--- config.mk ---
export PLATFORM = sky130hd
export DESIGN_NAME = cam_capture
export DESIGN_NICKNAME = d
export VERILOG_FILES = /design/src/rtl/cam_pkg.sv /design/src/rtl/cam_sync.sv /design/src/rtl/cam_capture.sv
export SDC_FILE = /design/constraint.sdc
export NUM_CORES = 1
export LEC_CHECK = 0
export ABC_AREA = 1
export BUFFER_PORTS_ARGS = -buffer_cell sky130_fd_sc_hd__buf_2
export CAP_MARGIN = 5
export CELL_PAD_IN_SITES_DETAIL_PLACEMENT = 1
export CELL_PAD_IN_SITES_GLOBAL_PLACEMENT = 2
export CORE_MARGIN = 2
export CORE_UTILIZATION = 32
export CTS_CLUSTER_DIAMETER = 200
export DETAILED_ROUTE_END_ITERATION = 16
export PLACE_DENSITY_LB_ADDON = 0.3
export RECOVER_POWER = 100
export SLEW_MARGIN = 20
export SYNTH_ARGS = -nofsm -noshare
export SYNTH_HDL_FRONTEND = slang
export SYNTH_HIERARCHICAL = 1
export SYNTH_SLANG_ARGS = --single-unit
--- constraint.sdc ---
create_clock -name CLK -period 3.35 [get_ports CLK]
set_input_delay 0.1675 -clock CLK [delete_from_list [all_inputs] [get_ports CLK]]
set_output_delay 0.1675 -clock CLK [all_outputs]
set_load 0.03 [all_outputs]
--- src/rtl/cam_pkg.sv ---
`default_nettype none
// +----------------------------------------------------------------------------+
// | cam_pkg                                                                    |
// | Frame geometry, capture FSM encoding and RGB565 field layout.              |
// | Revision: 1.0                                                              |
// +----------------------------------------------------------------------------+
package cam_pkg;

   localparam int H_ACTIVE     = 640;
   localparam int V_ACTIVE     = 480;
   localparam int FRAME_PIXELS = H_ACTIVE * V_ACTIVE;

   typedef logic [1:0] cam_state_t;
   localparam cam_state_t IDLE       = 2'd0;
   localparam cam_state_t WAIT_FRAME = 2'd1;
   localparam cam_state_t ACTIVE     = 2'd2;

   // Bit positions inside the 16-bit word {byte1, byte2}; green keeps G[5:1]
   localparam int RED_MSB = 15;
   localparam int RED_LSB = 11;
   localparam int GRN_MSB = 10;
   localparam int GRN_LSB = 6;
   localparam int BLU_MSB = 4;
   localparam int BLU_LSB = 0;

endpackage
`default_nettype wire

--- src/rtl/cam_sync.sv ---
`default_nettype none
// +----------------------------------------------------------------------------+
// | cam_sync                                                                   |
// | Two-flop synchroniser plus one delay flop; level and edge strobes.         |
// | Revision: 1.0                                                              |
// +----------------------------------------------------------------------------+
module cam_sync #(
   parameter int WIDTH = 1
) (
   input  logic             clk,
   input  logic             rst_n,
   input  logic [WIDTH-1:0] i_async,
   output logic [WIDTH-1:0] o_level,
   output logic [WIDTH-1:0] o_rise,
   output logic [WIDTH-1:0] o_fall
);

   logic [WIDTH-1:0] r_s1;
   logic [WIDTH-1:0] r_s2;
   logic [WIDTH-1:0] r_s3;

   always_ff @(posedge clk or negedge rst_n) begin
      if (!rst_n) begin
         r_s1 <= '0;
         r_s2 <= '0;
         r_s3 <= '0;
      end else begin
         r_s1 <= i_async;
         r_s2 <= r_s1;
         r_s3 <= r_s2;
      end
   end

   assign o_level = r_s2;
   assign o_rise  = r_s2 & ~r_s3;
   assign o_fall  = ~r_s2 & r_s3;

endmodule
`default_nettype wire

--- src/rtl/cam_capture.sv ---
`default_nettype none
// +----------------------------------------------------------------------------+
// | cam_capture                                                                |
// | OV7670 byte-pair capture into 5/5/5 pixels with linear index and overrun.  |
// | Revision: 1.0                                                              |
// +----------------------------------------------------------------------------+
module cam_capture
   import cam_pkg::*;
#(
   parameter int HRES  = H_ACTIVE,
   parameter int VRES  = V_ACTIVE,
   parameter int IDX_W = 19
) (
   input  logic             CLK,
   input  logic             RESETn,
   input  logic             en,
   input  logic             PCLK,
   input  logic             VSYNC,
   input  logic             HREF,
   input  logic [7:0]       D,
   output logic [4:0]       red,
   output logic [4:0]       green,
   output logic [4:0]       blue,
   output logic [IDX_W-1:0] index,
   output logic             valid,
   output logic             frame_done,
   output logic             overrun
);

   localparam int               FRAME_PIX = HRES * VRES;
   localparam logic [IDX_W-1:0] LAST_IDX  = IDX_W'(FRAME_PIX - 1);

   logic             r_rst_meta;
   logic             r_rst_n;
   logic             w_pclk_rise;
   logic             w_vsync_rise;
   logic             w_vsync_fall;
   logic             w_href;
   logic [7:0]       w_d;
   logic [15:0]      w_pixel;
   logic             w_pix_done;
   cam_state_t       r_state;
   logic             r_phase;
   logic [7:0]       r_byte1;
   logic [IDX_W-1:0] r_count;
   logic             r_full;
   logic             r_done_pend;

   // Assert asynchronously, release on a clock edge
   always_ff @(posedge CLK or negedge RESETn) begin
      if (!RESETn) begin
         r_rst_meta <= 1'b0;
         r_rst_n    <= 1'b0;
      end else begin
         r_rst_meta <= 1'b1;
         r_rst_n    <= r_rst_meta;
      end
   end

   logic       w_pclk_lvl, w_pclk_fall;
   logic       w_vsync_lvl;
   logic       w_href_rise, w_href_fall;
   logic [7:0] w_d_rise, w_d_fall;

   cam_sync #(.WIDTH(1)) u_pclk_sync (
      .clk(CLK), .rst_n(r_rst_n), .i_async(PCLK),
      .o_level(w_pclk_lvl), .o_rise(w_pclk_rise), .o_fall(w_pclk_fall)
   );

   cam_sync #(.WIDTH(1)) u_vsync_sync (
      .clk(CLK), .rst_n(r_rst_n), .i_async(VSYNC),
      .o_level(w_vsync_lvl), .o_rise(w_vsync_rise), .o_fall(w_vsync_fall)
   );

   cam_sync #(.WIDTH(1)) u_href_sync (
      .clk(CLK), .rst_n(r_rst_n), .i_async(HREF),
      .o_level(w_href), .o_rise(w_href_rise), .o_fall(w_href_fall)
   );

   cam_sync #(.WIDTH(8)) u_data_sync (
      .clk(CLK), .rst_n(r_rst_n), .i_async(D),
      .o_level(w_d), .o_rise(w_d_rise), .o_fall(w_d_fall)
   );

   logic w_unused_sync;
   assign w_unused_sync = ^{w_pclk_lvl, w_pclk_fall, w_vsync_lvl, w_href_rise,
                            w_href_fall, w_d_rise, w_d_fall, w_pixel[5]};

   assign w_pixel    = {r_byte1, w_d};
   assign w_pix_done = (r_state == ACTIVE) && w_pclk_rise && w_href && r_phase;

   always_ff @(posedge CLK or negedge r_rst_n) begin
      if (!r_rst_n) begin
         r_state     <= IDLE;
         r_phase     <= 1'b0;
         r_byte1     <= '0;
         r_count     <= '0;
         r_full      <= 1'b0;
         r_done_pend <= 1'b0;
         red         <= '0;
         green       <= '0;
         blue        <= '0;
         index       <= '0;
         valid       <= 1'b0;
         frame_done  <= 1'b0;
         overrun     <= 1'b0;
      end else begin
         valid      <= 1'b0;
         frame_done <= 1'b0;
         if (!en) begin
            // Abandon the frame: partial pixel and pending frame_done are dropped
            r_state     <= IDLE;
            r_phase     <= 1'b0;
            r_done_pend <= 1'b0;
         end else begin
            frame_done  <= r_done_pend;
            r_done_pend <= 1'b0;
            case (r_state)
               IDLE: r_state <= WAIT_FRAME;
               WAIT_FRAME: begin
                  if (w_vsync_fall) begin
                     r_state <= ACTIVE;
                     r_phase <= 1'b0;
                     r_count <= '0;
                     r_full  <= 1'b0;
                     index   <= '0;
                     overrun <= 1'b0;
                  end
               end
               ACTIVE: begin
                  if (w_pclk_rise) begin
                     if (!w_href) begin
                        r_phase <= 1'b0;
                     end else if (!r_phase) begin
                        r_byte1 <= w_d;
                        r_phase <= 1'b1;
                     end else begin
                        r_phase <= 1'b0;
                        if (r_full) begin
                           overrun <= 1'b1;
                        end else begin
                           valid <= 1'b1;
                           red   <= w_pixel[RED_MSB:RED_LSB];
                           green <= w_pixel[GRN_MSB:GRN_LSB];
                           blue  <= w_pixel[BLU_MSB:BLU_LSB];
                           index <= r_count;
                           if (r_count == LAST_IDX) r_full  <= 1'b1;
                           else                     r_count <= r_count + 1'b1;
                        end
                     end
                  end
                  if (w_vsync_rise) begin
                     r_state <= WAIT_FRAME;
                     // A pixel strobing in this cycle goes first; frame_done follows
                     if (w_pix_done && !r_full) r_done_pend <= 1'b1;
                     else                       frame_done  <= 1'b1;
                  end
               end
               default: r_state <= IDLE;
            endcase
         end
      end
   end

endmodule
`default_nettype wire

# Word-level counts from Yosys, hierarchy flattened
# Index checks and enable logic that the tools add are counted.
# Widths: inputs -> output; s select.
[word_totals]
output_inout_bits = 37
inputBits = 14
reg_bits = 95
[op_classes]
n_bitwise = 8
n_reduce_logical = 15
n_eq_ne = 14
add_sub_neg = 1
mux = 47
[ops]
columns = ["operator", "n"]
rows = [
  ["$mux 19", 10],
  ["$pmux 19 s2", 2],
  ["$mux 1", 28],
  ["$add 19x1->19 const B", 1],
  ["$eq 19x19->1 const B", 1],
  ["$reduce_and 7->1", 2],
  ["$reduce_and 6->1", 2],
  ["$ne 2x2->1 const B", 5],
  ["$reduce_and 8->1", 1],
  ["$mux 2", 3],
  ["$ne 3x2->1 const B", 2],
  ["$pmux 1 s2", 3],
  ["$pmux 2 s3", 1],
  ["$not 1->1", 5],
  ["$reduce_and 5->1", 1],
  ["$logic_and 1x1->1", 4],
  ["$ne 2x1->1 const B", 2],
  ["$and 1x1->1", 3],
  ["$ne 3x1->1 const B", 1],
  ["$ne 3x3->1 const B", 1],
  ["$reduce_and 3->1", 1],
  ["$eq 2x1->1 const B", 1],
  ["$eq 2x2->1 const B", 1],
  ["$logic_not 2->1", 1],
  ["3 further kinds", 3],
]

# Logic depth before layout (Yosys ltp)
# Gate-level depths: netlist of the first run.
[depth]
word_depth = 10
ltp_mapped = 10
depth_no_buf = 10

# Hierarchy
# Netlist of the first run, hierarchy kept.
[by_module_without_submodules]
columns = ["mod", "n_inst", "seq_area_each_um2", "area_per_inst_um2", "cells_each"]
rows = [
  ["cam_capture", 1, 1776.7, 3294.4, 404],
  ["cam_sync at u_data_sync", 1, 600.6, 720.7, 56],
  ["cam_sync at u_href_sync ...", 3, 75.1, 90.1, 7],
]

# Worst setup path after synthesis of the first run
# Ideal clock, no wire load.
[synth_path]
path_kind = "register -> register"
from = "register r_count[0]"
to = "register r_count[14]"
setup_slack_ns = 1.762
setup_time_ns = 0.128
arrival_time_ns = 1.460
synth_period_minus_slack_ns = 1.588
path_stages_with_launch = 11
path_cell_list = "dfrtp_1 > ha_1 > inv_1 > nor2_2 > nand2_2 > clkinv_1 > nand3_1 > nand2_4 > buf_6 > nand2_1 > o21ai_0"
[synth_between]
elab_chain_cells = 7
elab_cells_between_ends = 10
[synth_lines]
columns = ["item", "line", "source"]
rows = [
  ["start: declaration", "cam_capture.sv:45", "logic [IDX_W-1:0] r_count;"],
  ["start signal: assignment", "cam_capture.sv:148", "else r_count <= r_count + 1'b1;"],
  ["$add 19x1->19", "cam_capture.sv:148", ""],
  ["$mux 19", "cam_capture.sv:147", "if (r_count == LAST_IDX) r_full <= 1'b1;"],
  ["$mux 19", "cam_capture.sv:139", "if (r_full) begin"],
  ["$mux 19", "cam_capture.sv:134", "end else if (!r_phase) begin"],
  ["$mux 19", "cam_capture.sv:132", "if (!w_href) begin"],
  ["$mux 19", "cam_capture.sv:131", "if (w_pclk_rise) begin"],
  ["$pmux 19 s2", "cam_capture.sv:118", "case (r_state)"],
]
# Several ways; a longest one is shown, not always the timed one. The select of a mux whose other input is x is not followed.
# A chain may end at the register's enable or synchronous reset.

# Worst setup path in the final report of the first run
[layout_path]
from = "register r_state[1]"
to = "register index[0]"
[layout_between]
elab_chain_cells = 3
elab_cells_between_ends = 10
[layout_lines]
columns = ["item", "line", "source"]
rows = [
  ["start: declaration", "cam_capture.sv:42", "cam_state_t r_state;"],
  ["start signal: assignment", "cam_capture.sv:94", "r_state <= IDLE;"],
  ["start signal: assignment", "cam_capture.sv:112", "r_state <= IDLE;"],
  ["start signal: assignment", "cam_capture.sv:119", "IDLE: r_state <= WAIT_FRAME;"],
  ["$eq 2x1->1 / $eq 2x2->1 (equally long branches)", "cam_capture.sv:118", ""],
  ["$ne 2x1->1 (no line) (tied with other cells)", "--", ""],
  ["$reduce_and 7->1 (no line)", "--", ""],
  ["end signal: assignment", "cam_capture.sv:146", "index <= r_count;"],
  ["end: declaration", "cam_capture.sv:24", "output logic [IDX_W-1:0] index,"],
]
# Several ways; a longest one is shown, not always the timed one.

==> results of run 1 <==
==> flip-flops by register name, indices dropped and copies added (netlist names), 2 cells and up <==
register / cells
green: 5
blue: 5
u_data_sync/o_level: 8
u_data_sync/r_s1: 8
red: 5
r_count: 19
r_state: 2
index: 19
r_byte1: 8
==> cell usage in the layout, fill, tap and decap left out, types with 2 or more instances in the layout <==
cell and instances:
a21oi_1 5, buf_2 12, clkbuf_1 42, clkbuf_16 9, clkbuf_8 2, clkinv_1 2
clkinvlp_4 2, dfrtp_1 94, dlygate4sd3_1 12, inv_1 32, nand2_1 136, nand3_1 35
nand4_1 7, nor2_1 31, nor2_4 2, nor3_1 4, o21ai_0 50, o21bai_1 5
xnor2_1 3, xor2_1 4
==> what timing repair did <==
item,in CTS,in global routing
setup endpoints to repair,0,0
hold endpoints to repair,13,0
setup buffers,0,0
hold buffers,12,0
==> cell type report <==
class,instances,area (um^2)
multi-input cells,292,1340
inverters,34,128
flip-flops and latches,95,2380
clock inverters,4,53.8
well taps,147,184
repair buffers,68,350
fillers,1418,7280
clock buffers,11,253
==> critical path: stages, from the launching register on <==
cell	delay (ns)
dfrtp_1	0.37
inv_1	0.10
nor2_4	0.41
nand2_1	0.13
nand2_1	0.09
nand2_1	0.40
nor2_4	0.32
clkbuf_2	0.44
nand3_1	0.20
nand2_1	0.10
==> final timing paths <==
path                            slack (ns)  cells after the start                           from                                to
worst min-delay path                  0.12                      3                             en               r_phase$_DFFE_PN0P_
worst min register to register        0.35                      0  u_data_sync/r_s1[1]$_DFF_PN0_  u_data_sync/o_level[1]$_DFF_PN0_
min in group asynchronous             0.14                      2                         RESETn                 r_rst_n$_DFF_PN0_
max in group asynchronous             1.69                      1              r_rst_n$_DFF_PN0_                   valid$_DFF_PN0_
worst max-delay path                  0.74                      9         r_state[1]$_DFFE_PN0P_              index[0]$_DFFE_PN0P_
worst max register to register        0.74                      9         r_state[1]$_DFFE_PN0P_              index[0]$_DFFE_PN0P_
==> report_power, final <==
| part | internal, mW | leakage, nW | total, mW | switching (mW) |
|---|---|---|---|---|
| clock | 0.618 | 0.144 | 1.05 | 0.429 |
| combinational | 0.0908 | 0.799 | 0.366 | 0.275 |
| sequential | 1.24 | 1.25 | 1.31 | 0.0752 |
==> metal layers <==
layer,track usage [%],share of wire [%],vias to the layer above
met2,27.9,49,34
met1,22.2,47,1552
met3,4.71,3.2,5
met5,0,0,-
li1,-,-,1523
met4,4.23,0.90,0
==> stage by stage <==
| step | hold WS [ns] | cells | util, % |
|---|---|---|---|
| after global routing | 0.118 | 651 | 39.2 |
| final | 0.121 | 651 | 39.2 |
| after floorplan | -0.128 | 434 | - |
| after detailed placement | -0.0444 | 624 | 36.2 |
| after global placement | -0.0470 | 624 | 36.2 |
| after CTS | 0.105 | 651 | 39.7 |
==> key figures, run 1 <==
Status
  • Status: complete, no violations

GRT
  • Grt total ovfl: 0
  • Total GRT Usage: 17.0%
  • First-pass GRT wire length: 17.1 mm
  • Initial antenna violation count: 0
  • Vias in the first global route: 3326
  • Largest net degree at the start of global routing: 67

STA
  • Setup TNS Final: 0 ns
  • Max-slew violations: 0
  • Endpoints failing hold: 0
  • Slew headroom: 40.7%
  • Worst Tran Pin Value: 0.889 ns
  • RSZ-0062 raised after global routing: false
  • Final worst slack: 0.744 ns
  • Crit path time final: 2.61 ns
  • Tcrit/Tclk final: 77.8%
  • Fmax: 384 MHz
  • Layout Skew: 0.00605 ns
  • Final setup violation count: 0

Logic synthesis
  • Post-Syn Area: 3920 um^2
  • Post-Synthesis Cells: 434
  • Synth warnings: 6
  • Net Count, Synth: 449
  • Syn avg cell area: 9.03 um^2

Clocking
  • Clk slew on worst S/H paths: 0.07 ns
  • Num Clock Sinks: 95
  • Clk Latency, worst-skew pair: 0.34 ns
  • Clock root buffer: clkbuf_16
  • Clock Tree Buf Depth: 2
  • CTS tree: built
  • H-tree levels: 3
  • Post-CTS resize count: 0
  • CTS Buf Count: 9

Worst setup path
  • Arrival time at the worst endpoint: 2.89 ns
  • CP Capture Type: register
  • Worst setup SP type: register
  • Critical setup path kind: reg2reg
  • Worst Path Required: 3.63 ns
  • Crit path max fanout: 20

Place
  • Routability cong.: 0.795
  • # port buffers: 50
  • Placed cell areas: 4330 um^2
  • Hpwl dp: 6.98 mm
  • Pre-CTS setup slack: 1.02 ns

Finish
  • Nets@finish: 515
  • Layout cell share with drive strength beyond 1: 6.94%
  • ANT cells: 0
  • Area Growth Syn to Fin: 19.6%
  • Final instance area: 4680 um^2

Power
  • P_leak: 2.19 nW
  • Worst vdd ir: 224 uV
  • Power Total: 2.73 mW
  • Pwr per Cell Area: 582 nW/um^2

Floorplanning
  • Core area: 12000 um^2
  • Total I/O pin count: 51
  • Die area: 13100 um^2
  • # rows: 40
  • Chip width: 115 um
  • Initial Utilization: 32.8%
  • Die height: 115 um

Job
  • Max_cap viols: 0

Route
  • Post-route ant nets: 0
  • DRC: 0
  • Drt pass-1 iters: 4
  • Vias/cell: 4.78
  • Iter 0 DRT Violations: 129
  • Total number of vias: 3114
  • Final WL: 10.1 mm
  • WL per Instance: 15.6 um

Hold path
  • Worst min-delay path class: in2reg
No activity file was read; power rests on OpenSTA's default activity.
==> run 2, diff against run 1 <==
--- a/config.mk
+++ b/config.mk
@@ -11,7 +11,7 @@
 export CELL_PAD_IN_SITES_DETAIL_PLACEMENT = 1
 export CELL_PAD_IN_SITES_GLOBAL_PLACEMENT = 2
 export CORE_MARGIN = 2
-export CORE_UTILIZATION = 32
+export CORE_UTILIZATION = 35
 export CTS_CLUSTER_DIAMETER = 200
 export DETAILED_ROUTE_END_ITERATION = 16
 export PLACE_DENSITY_LB_ADDON = 0.3
==> constraint.sdc (replaced) <==
create_clock -name CLK -period 2.5 [get_ports CLK]
set_input_delay 0.125 -clock CLK [delete_from_list [all_inputs] [get_ports CLK]]
set_output_delay 0.125 -clock CLK [all_outputs]
set_load 0.03 [all_outputs]
==> run 2 against run 1 <==
Compared with the run above: the run now ends with capacitance limit, slew limit left; clock power decreased by 8%; final area decreased by 2.5%; final cell count fell by 0.77%; sequential share of layout area grew 1.2 points; power grew 18%; maximum frequency up 24%; hold slack got worse by 0.083 ns; first-iteration DRC count increased by 14%; sequential power is 34% higher; setup slack lost 0.34 ns; global-route usage increased by 1.3 points; non-clock buffer count is 1 higher; critical path type unchanged.
==> key figures, run 2 (synthesis gave the netlist of run 1 again) <==
Worst setup path
  • Setup crit start: r_count[0]$_DFFE_PN0P_ (was r_state[1]$_DFFE_PN0P_)
  • R2r startpoint: r_count[0]$_DFFE_PN0P_ (was r_state[1]$_DFFE_PN0P_)
  • Crit-path slowest cell: dfrtp_1 (was clkbuf_2)
  • Crit path max fanout: 20 (unchanged)
  • Worst setup SP type: register (unchanged)
  • Worst path max stage delay: 0.46 ns (was 0.44 ns)
  • Crit-path cells: ha_1 -> inv_1 -> nor2_1 -> nand2_2 -> clkinv_1 -> nand3_1 -> nand2_4 -> buf_4 -> nand2_1 -> o21ai_0 (was inv_1 -> nor2_4 -> nand2_1 -> nand2_1 -> nand2_1 -> nor2_4 -> clkbuf_2 -> nand3_1 -> nand2_1)
  • Worst Path Required: 2.78 ns (was 3.63 ns)
  • Reg-to-reg setup timing slack: 0.41 ns (was 0.74 ns)
  • Arrival time at the worst endpoint: 2.37 ns (was 2.89 ns)
  • CP Capture Type: register (unchanged)
  • Critical setup path kind: reg2reg (unchanged)

Route
  • Vias/cell: 4.82 (was 4.78)
  • DRC: 0 (unchanged)
  • Iter 0 DRT Violations: 147 (was 129)
  • Post-route ant nets: 0 (unchanged)
  • Final WL: 9.83 mm (was 10.1 mm)
  • Drt pass-1 iters: 4 (unchanged)
  • Total number of vias: 3116 (was 3114)
  • WL per Instance: 15.2 um (was 15.6 um)

Clocking
  • Num Clock Sinks: 95 (unchanged)
  • Clock Tree Buf Depth: 2 (unchanged)
  • H-tree levels: 3 (unchanged)
  • CTS tree: built (unchanged)
  • Clk Latency, worst-skew pair: 0.38 ns (was 0.34 ns)
  • Post-CTS resize count: 0 (unchanged)
  • Hold-fix buffers at CTS: 12 (unchanged)
  • Clock root buffer: clkbuf_8 (was clkbuf_16)
  • Clk slew on worst S/H paths: 0.10 ns (was 0.07 ns)
  • CTS Buf Count: 9 (unchanged)
  • # Post-CTS Setup Buffers: 0 (unchanged)

STA
  • Tcrit/Tclk final: 83.8% (was 77.8%)
  • Worst Tran Pin Value: 2.01 ns (was 0.889 ns)
  • Crit path time final: 2.09 ns (was 2.61 ns)
  • Slew headroom: -33.8% (was 40.7%)
  • Max-slew violations: 50 (was 0)
  • Endpoints failing hold: 0 (unchanged)
  • Setup TNS Final: 0 ns (unchanged)
  • RSZ-0062 raised after global routing: false (unchanged)
  • Layout Skew: 0.0139 ns (was 0.00605 ns)
  • Fmax: 478 MHz (was 384 MHz)
  • Tightest hold margin: 0.0380 ns (was 0.121 ns)
  • Final setup violation count: 0 (unchanged)
  • Final worst slack: 0.406 ns (was 0.744 ns)

Hold path
  • Worst min-delay path class: in2reg (unchanged)
  • Worst Hold Launch: en (unchanged)

Place
  • Routability cong.: 0.787 (was 0.795)
  • Placed cells: 618 (was 624)
  • # port buffers: 50 (unchanged)
  • Pre-CTS setup slack: 0.465 ns (was 1.02 ns)
  • Hpwl dp: 6.85 mm (was 6.98 mm)

Status
  • Status: complete, but fails checks (was complete, no violations)
  • Failing checks: capacitance limit, slew limit

Power
  • NetSw: 1.02 mW (was 0.780 mW)
  • Switching part of the total power: 31.8% (was 28.6%)
  • Comb power frac: 15.5% (was 13.4%)
  • Pwr per Cell Area: 702 nW/um^2 (was 582 nW/um^2)
  • Clock power share: 30.0% (was 38.4%)
  • P_leak: 2.15 nW (was 2.19 nW)
  • Internal: 2.19 mW (was 1.95 mW)
  • Worst vdd ir: 293 uV (was 224 uV)
  • Sequential share of power: 54.5% (was 48.2%)

Finish
  • Area Growth Syn to Fin: 16.6% (was 19.6%)
  • Filler cells: 1305 (was 1418)
  • Most common cell after layout, fill and taps aside: nand2_1 (unchanged)
  • Layout cell share with drive strength beyond 1: 6.92% (was 6.94%)
  • Nets@finish: 516 (was 515)
  • ANT cells: 0 (unchanged)
  • Final cell count without fillers: 646 (was 651)
  • Commonest cells after routing, fill and taps aside: nand2_1 (136), dfrtp_1 (95), o21ai_0 (50) (was nand2_1 (136), dfrtp_1 (94), o21ai_0 (50))
  • Top Registers: index (19), r_count (19) (unchanged)

Floorplanning
  • Initial Utilization: 36.0% (was 32.8%)
  • Chip width: 110 um (was 115 um)
  • Core area: 10900 um^2 (was 12000 um^2)
  • Die height: 110 um (was 115 um)
  • Die area: 12100 um^2 (was 13100 um^2)
  • Total I/O pin count: 51 (unchanged)
  • # rows: 38 (was 40)

GRT
  • Largest net degree at the start of global routing: 51 (was 67)
  • Total GRT Usage: 18.3% (was 17.0%)
  • Vias in the first global route: 3206 (was 3326)
  • Grt total ovfl: 0 (unchanged)
  • First-pass GRT wire length: 16.5 mm (was 17.1 mm)
  • Initial antenna violation count: 0 (unchanged)

Job
  • Max_cap viols: 1 (was 0)
[run 2: cell count changes in the layout (fill, tap and decap cells not counted), sizes merged]
cell | previous run | this run
buf | 13 | 16
bufinv | 1 | 0
clkbuf | 54 | 52
clkinv | 2 | 3
clkinvlp | 2 | 1
inv | 33 | 35
[run 2: worst paths after layout]
path	end	depth (start not counted)
hold / removal	r_phase$_DFFE_PN0P_	3
setup / recovery	r_count[15]$_DFFE_PN0P_	10
max in group asynchronous	u_href_sync/r_s1$_DFF_PN0_	0
hold reg to reg	u_data_sync/o_level[5]$_DFF_PN0_	0
setup reg to reg	r_count[15]$_DFFE_PN0P_	10
min in group asynchronous	r_rst_meta$_DFF_PN0_	2
[run 2: area by class of cell]
class                   count  area [um^2]  share of cell area, %
flip-flops and latches     95         2380                   52.0
multi-input cells         292         1330                   29.2
repair buffers             69          377                   8.24
well taps                 140          175                   3.83
clock buffers              11          141                   3.09
inverters                  34          128                   2.79
clock inverters             5         38.8                  0.849
[run 2: worst max-delay path, delay by kind of cell, from the launching register on]
| family | cells | cell delay [ns] |
|---|---|---|
| simple gates | 5 | 0.70 |
| flops | 1 | 0.46 |
| buf+inv | 3 | 0.44 |
| fa+ha+maj | 1 | 0.29 |
| compound gates | 1 | 0.09 |
[run 2: through the flow]
stage	util (%)	power, mW	area [um^2]
floorplan	-	2.12	3920
global placement	39.8	2.28	4340
detailed placement	39.8	2.29	4340
CTS	42.6	3.28	4640
global route	42.0	3.41	4570
finish	42.0	3.21	4570
[run 2: power by group through the flow]
stage / Combinational (mW) / Sequential (mW) / Clock, mW
after detailed placement: 0.507 / 1.78 / 0
after global routing: 0.571 / 1.77 / 1.07
after floorplan: 0.284 / 1.83 / 0
after CTS: 0.525 / 1.75 / 1.01
final: 0.497 / 1.75 / 0.964
after global placement: 0.502 / 1.78 / 0
[run 2: per-layer routing]
metal / up-vias / track usage, % / routed length (um)
met3: 7 / 4.74 / 318
met2: 40 / 29.1 / 4680
met4: 0 / 5.70 / 123
li1: 1530 / - / -
met5: - / 0 / 0
met1: 1539 / 24.4 / 4710
==> run 3, diff against run 2 <==
--- a/config.mk
+++ b/config.mk
@@ -11,7 +11,7 @@
 export CELL_PAD_IN_SITES_DETAIL_PLACEMENT = 1
 export CELL_PAD_IN_SITES_GLOBAL_PLACEMENT = 2
 export CORE_MARGIN = 2
-export CORE_UTILIZATION = 35
+export CORE_UTILIZATION = 32
 export CTS_CLUSTER_DIAMETER = 200
 export DETAILED_ROUTE_END_ITERATION = 16
 export PLACE_DENSITY_LB_ADDON = 0.3
==> constraint.sdc (replaced) <==
create_clock -name CLK -period 1.9 [get_ports CLK]
set_input_delay 0.095 -clock CLK [delete_from_list [all_inputs] [get_ports CLK]]
set_output_delay 0.095 -clock CLK [all_outputs]
set_load 0.03 [all_outputs]
==> run 3 against run 2 <==
Compared with the run above: the flow now finishes without violations; combinational power up 45%; routed wire length up 3.7%; sequential share of layout area down 2.7 points; die area up 9.0%; clock power up 93%; maximum frequency up 19%; critical endpoint is now r_count[13]$_DFFE_PN0P_; count of clock-buffer cells in the layout down 1; largest cell class unchanged; via count up 0.39%; first-iteration DRC count down 24%.
==> key figures, run 3 (synthesis gave the netlist of run 1 again) <==
Finish
  • Post-layout util: 40.3% (was 42.0%)
  • Layout cell share with drive strength beyond 1: 10.5% (was 6.92%)
  • Top Registers: index (19), r_count (19) (unchanged)
  • Nets@finish: 532 (was 516)
  • Final cell count without fillers: 669 (was 646)
  • ANT cells: 0 (unchanged)
  • Most common cell after layout, fill and taps aside: nand2_1 (unchanged)
  • Area Growth Syn to Fin: 23.1% (was 16.6%)
  • Final instance area: 4820 um^2 (was 4570 um^2)
  • Commonest cells after routing, fill and taps aside: nand2_1 (135), dfrtp_1 (95), o21ai_0 (48) (was nand2_1 (136), dfrtp_1 (95), o21ai_0 (50))

Clocking
  • Num Clock Sinks: 95 (unchanged)
  • Clk Latency, worst-skew pair: 0.35 ns (was 0.38 ns)
  • Clk slew on worst S/H paths: 0.07 ns (was 0.10 ns)
  • H-tree levels: 3 (unchanged)
  • Clock root buffer: clkbuf_16 (was clkbuf_8)
  • CTS tree: built (unchanged)
  • CTS Buf Count: 9 (unchanged)
  • Clock Tree Buf Depth: 2 (unchanged)
  • # Post-CTS Setup Buffers: 0 (unchanged)

Power
  • Comb power frac: 14.8% (was 15.5%)
  • P_leak: 2.29 nW (was 2.15 nW)
  • Pwr per Cell Area: 1010 nW/um^2 (was 702 nW/um^2)
  • Power Total: 4.86 mW (was 3.21 mW)
  • Internal: 3.45 mW (was 2.19 mW)
  • Clock power share: 38.1% (was 30.0%)
  • NetSw: 1.41 mW (was 1.02 mW)
  • Worst vdd ir: 488 uV (was 293 uV)
  • Sequential share of power: 47.1% (was 54.5%)
  • Switching part of the total power: 29.1% (was 31.8%)

GRT
  • First-pass GRT wire length: 17.3 mm (was 16.5 mm)
  • Largest net degree at the start of global routing: 40 (was 51)
  • Initial antenna violation count: 0 (unchanged)
  • Vias in the first global route: 3362 (was 3206)
  • Grt total ovfl: 0 (unchanged)
  • Total GRT Usage: 17.3% (was 18.3%)

Worst setup path
  • Crit path max fanout: 15 (was 20)
  • CP delay by family, top: simple AND/OR/NAND/NOR gates (unchanged)
  • Arrival time at the worst endpoint: 1.99 ns (was 2.37 ns)
  • Critical setup path kind: reg2reg (unchanged)
  • Worst Path Required: 2.13 ns (was 2.78 ns)
  • CP Capture Type: register (unchanged)
  • Worst path max stage delay: 0.39 ns (was 0.46 ns)
  • Crit-path slowest cell: dfrtp_1 (unchanged)
  • Worst path buffer plus inverter count: 3 (unchanged)
  • Worst setup SP type: register (unchanged)
  • Crit-path cells: ha_1 -> inv_1 -> nor2_2 -> nand2_2 -> clkinv_1 -> nand3_1 -> nand2_4 -> buf_4 -> o21ai_0 (was ha_1 -> inv_1 -> nor2_1 -> nand2_2 -> clkinv_1 -> nand3_1 -> nand2_4 -> buf_4 -> nand2_1 -> o21ai_0)

Place
  • Placed cells: 641 (was 618)
  • Routability cong.: 0.832 (was 0.787)
  • Hpwl dp: 7.35 mm (was 6.85 mm)
  • Placed cell areas: 4470 um^2 (was 4340 um^2)
  • # port buffers: 50 (unchanged)

Route
  • Drt pass-1 iters: 4 (unchanged)
  • Vias/cell: 4.68 (was 4.82)
  • WL per Instance: 15.2 um (about the same)
  • Post-route ant nets: 0 (unchanged)
  • Final WL: 10.2 mm (was 9.83 mm)
  • DRC: 0 (unchanged)
  • Iter 0 DRT Violations: 111 (was 147)
  • Total number of vias: 3128 (was 3116)

STA
  • Crit path time final: 1.77 ns (was 2.09 ns)
  • Setup TNS Final: 0 ns (unchanged)
  • Endpoints failing hold: 0 (unchanged)
  • Slew headroom: 4.45% (was -33.8%)
  • Worst Tran Pin Value: 1.43 ns (was 2.01 ns)
  • Tcrit/Tclk final: 93.0% (was 83.8%)
  • RSZ-0062 raised after global routing: true (was false)
  • Fmax: 566 MHz (was 478 MHz)
  • Layout Skew: 0.00553 ns (was 0.0139 ns)
  • Max-slew violations: 0 (was 50)
  • Final setup violation count: 0 (unchanged)

Floorplanning
  • # rows: 40 (was 38)
  • Initial Utilization: 32.8% (was 36.0%)
  • Chip width: 115 um (was 110 um)
  • Die height: 115 um (was 110 um)
  • Total I/O pin count: 51 (unchanged)
  • Core area: 12000 um^2 (was 10900 um^2)
  • Die area: 13100 um^2 (was 12100 um^2)

Job
  • Max_cap viols: 0 (was 1)

Hold path
  • Worst min-delay path class: in2async (was in2reg)

Status
  • Status: complete, no violations (was complete, but fails checks)
## run 3: cell count changes in the layout (fill, tap and decap cells not counted), sizes merged
cell	previous run	this run
inv	35	33
buf	16	27
clkinv	3	5
bufinv	0	1
clkbuf	52	56
## run 3: power groups by stage
stage / clock (mW) / combinational (mW) / sequential [mW]
4_1_cts: 1.92 / 0.763 / 2.29
5_1_grt: 2.00 / 0.820 / 2.31
3_5_place_dp: 0 / 0.741 / 2.33
2_1_floorplan: 0 / 0.374 / 2.41
6_report: 1.86 / 0.720 / 2.29
3_3_place_gp: 0 / 0.724 / 2.33
## run 3: path summary, 6_finish.rpt
kind,end,depth (start not counted),slack [ns],startpoint
worst max-delay path,r_count[13]$_DFFE_PN0P_,9,0.13,r_count[1]$_DFFE_PN0P_
worst min-delay path,r_rst_n$_DFF_PN0_,2,0.05,RESETn
worst max register to register,r_count[13]$_DFFE_PN0P_,9,0.13,r_count[1]$_DFFE_PN0P_
worst min register to register,u_pclk_sync/o_level$_DFF_PN0_,0,0.35,u_pclk_sync/r_s1$_DFF_PN0_
max in group asynchronous,u_vsync_sync/r_s1$_DFF_PN0_,1,0.34,r_rst_n$_DFF_PN0_
min in group CLK,r_phase$_DFFE_PN0P_,3,0.05,en
## run 3: metal layers
layer	vias up	routed length, um	GRT usage, %
met2	35	4940	28.1
met3	14	305	4.34
met5	-	0	0
met4	0	181	6.34
met1	1523	4760	22.2
li1	1556	-	-
## run 3: repair_timing
item                                    4_1_cts  5_1_grt
gates resized for setup                       0        2
endpoints found under the setup margin        0       14
hold buffers                                 12        0
endpoints found under the hold margin        13        0
## run 3: area by class of cell
type	count	area, um^2
fillers	1401	7140
flip-flops and latches	95	2380
multi-input cells	292	1340
repair buffers	85	484
clock buffers	10	239
well taps	147	184
inverters	34	128
clock inverters	6	68.8
## run 3: through the flow
stage          worst slack (ns)  hold slack (ns)
2_1_floorplan             0.301           -0.201
3_3_place_gp              0.139           -0.119
3_5_place_dp            0.00904           -0.118
4_1_cts                  0.0127           0.0275
5_1_grt                 -0.0430           0.0578
6_report                  0.133           0.0453
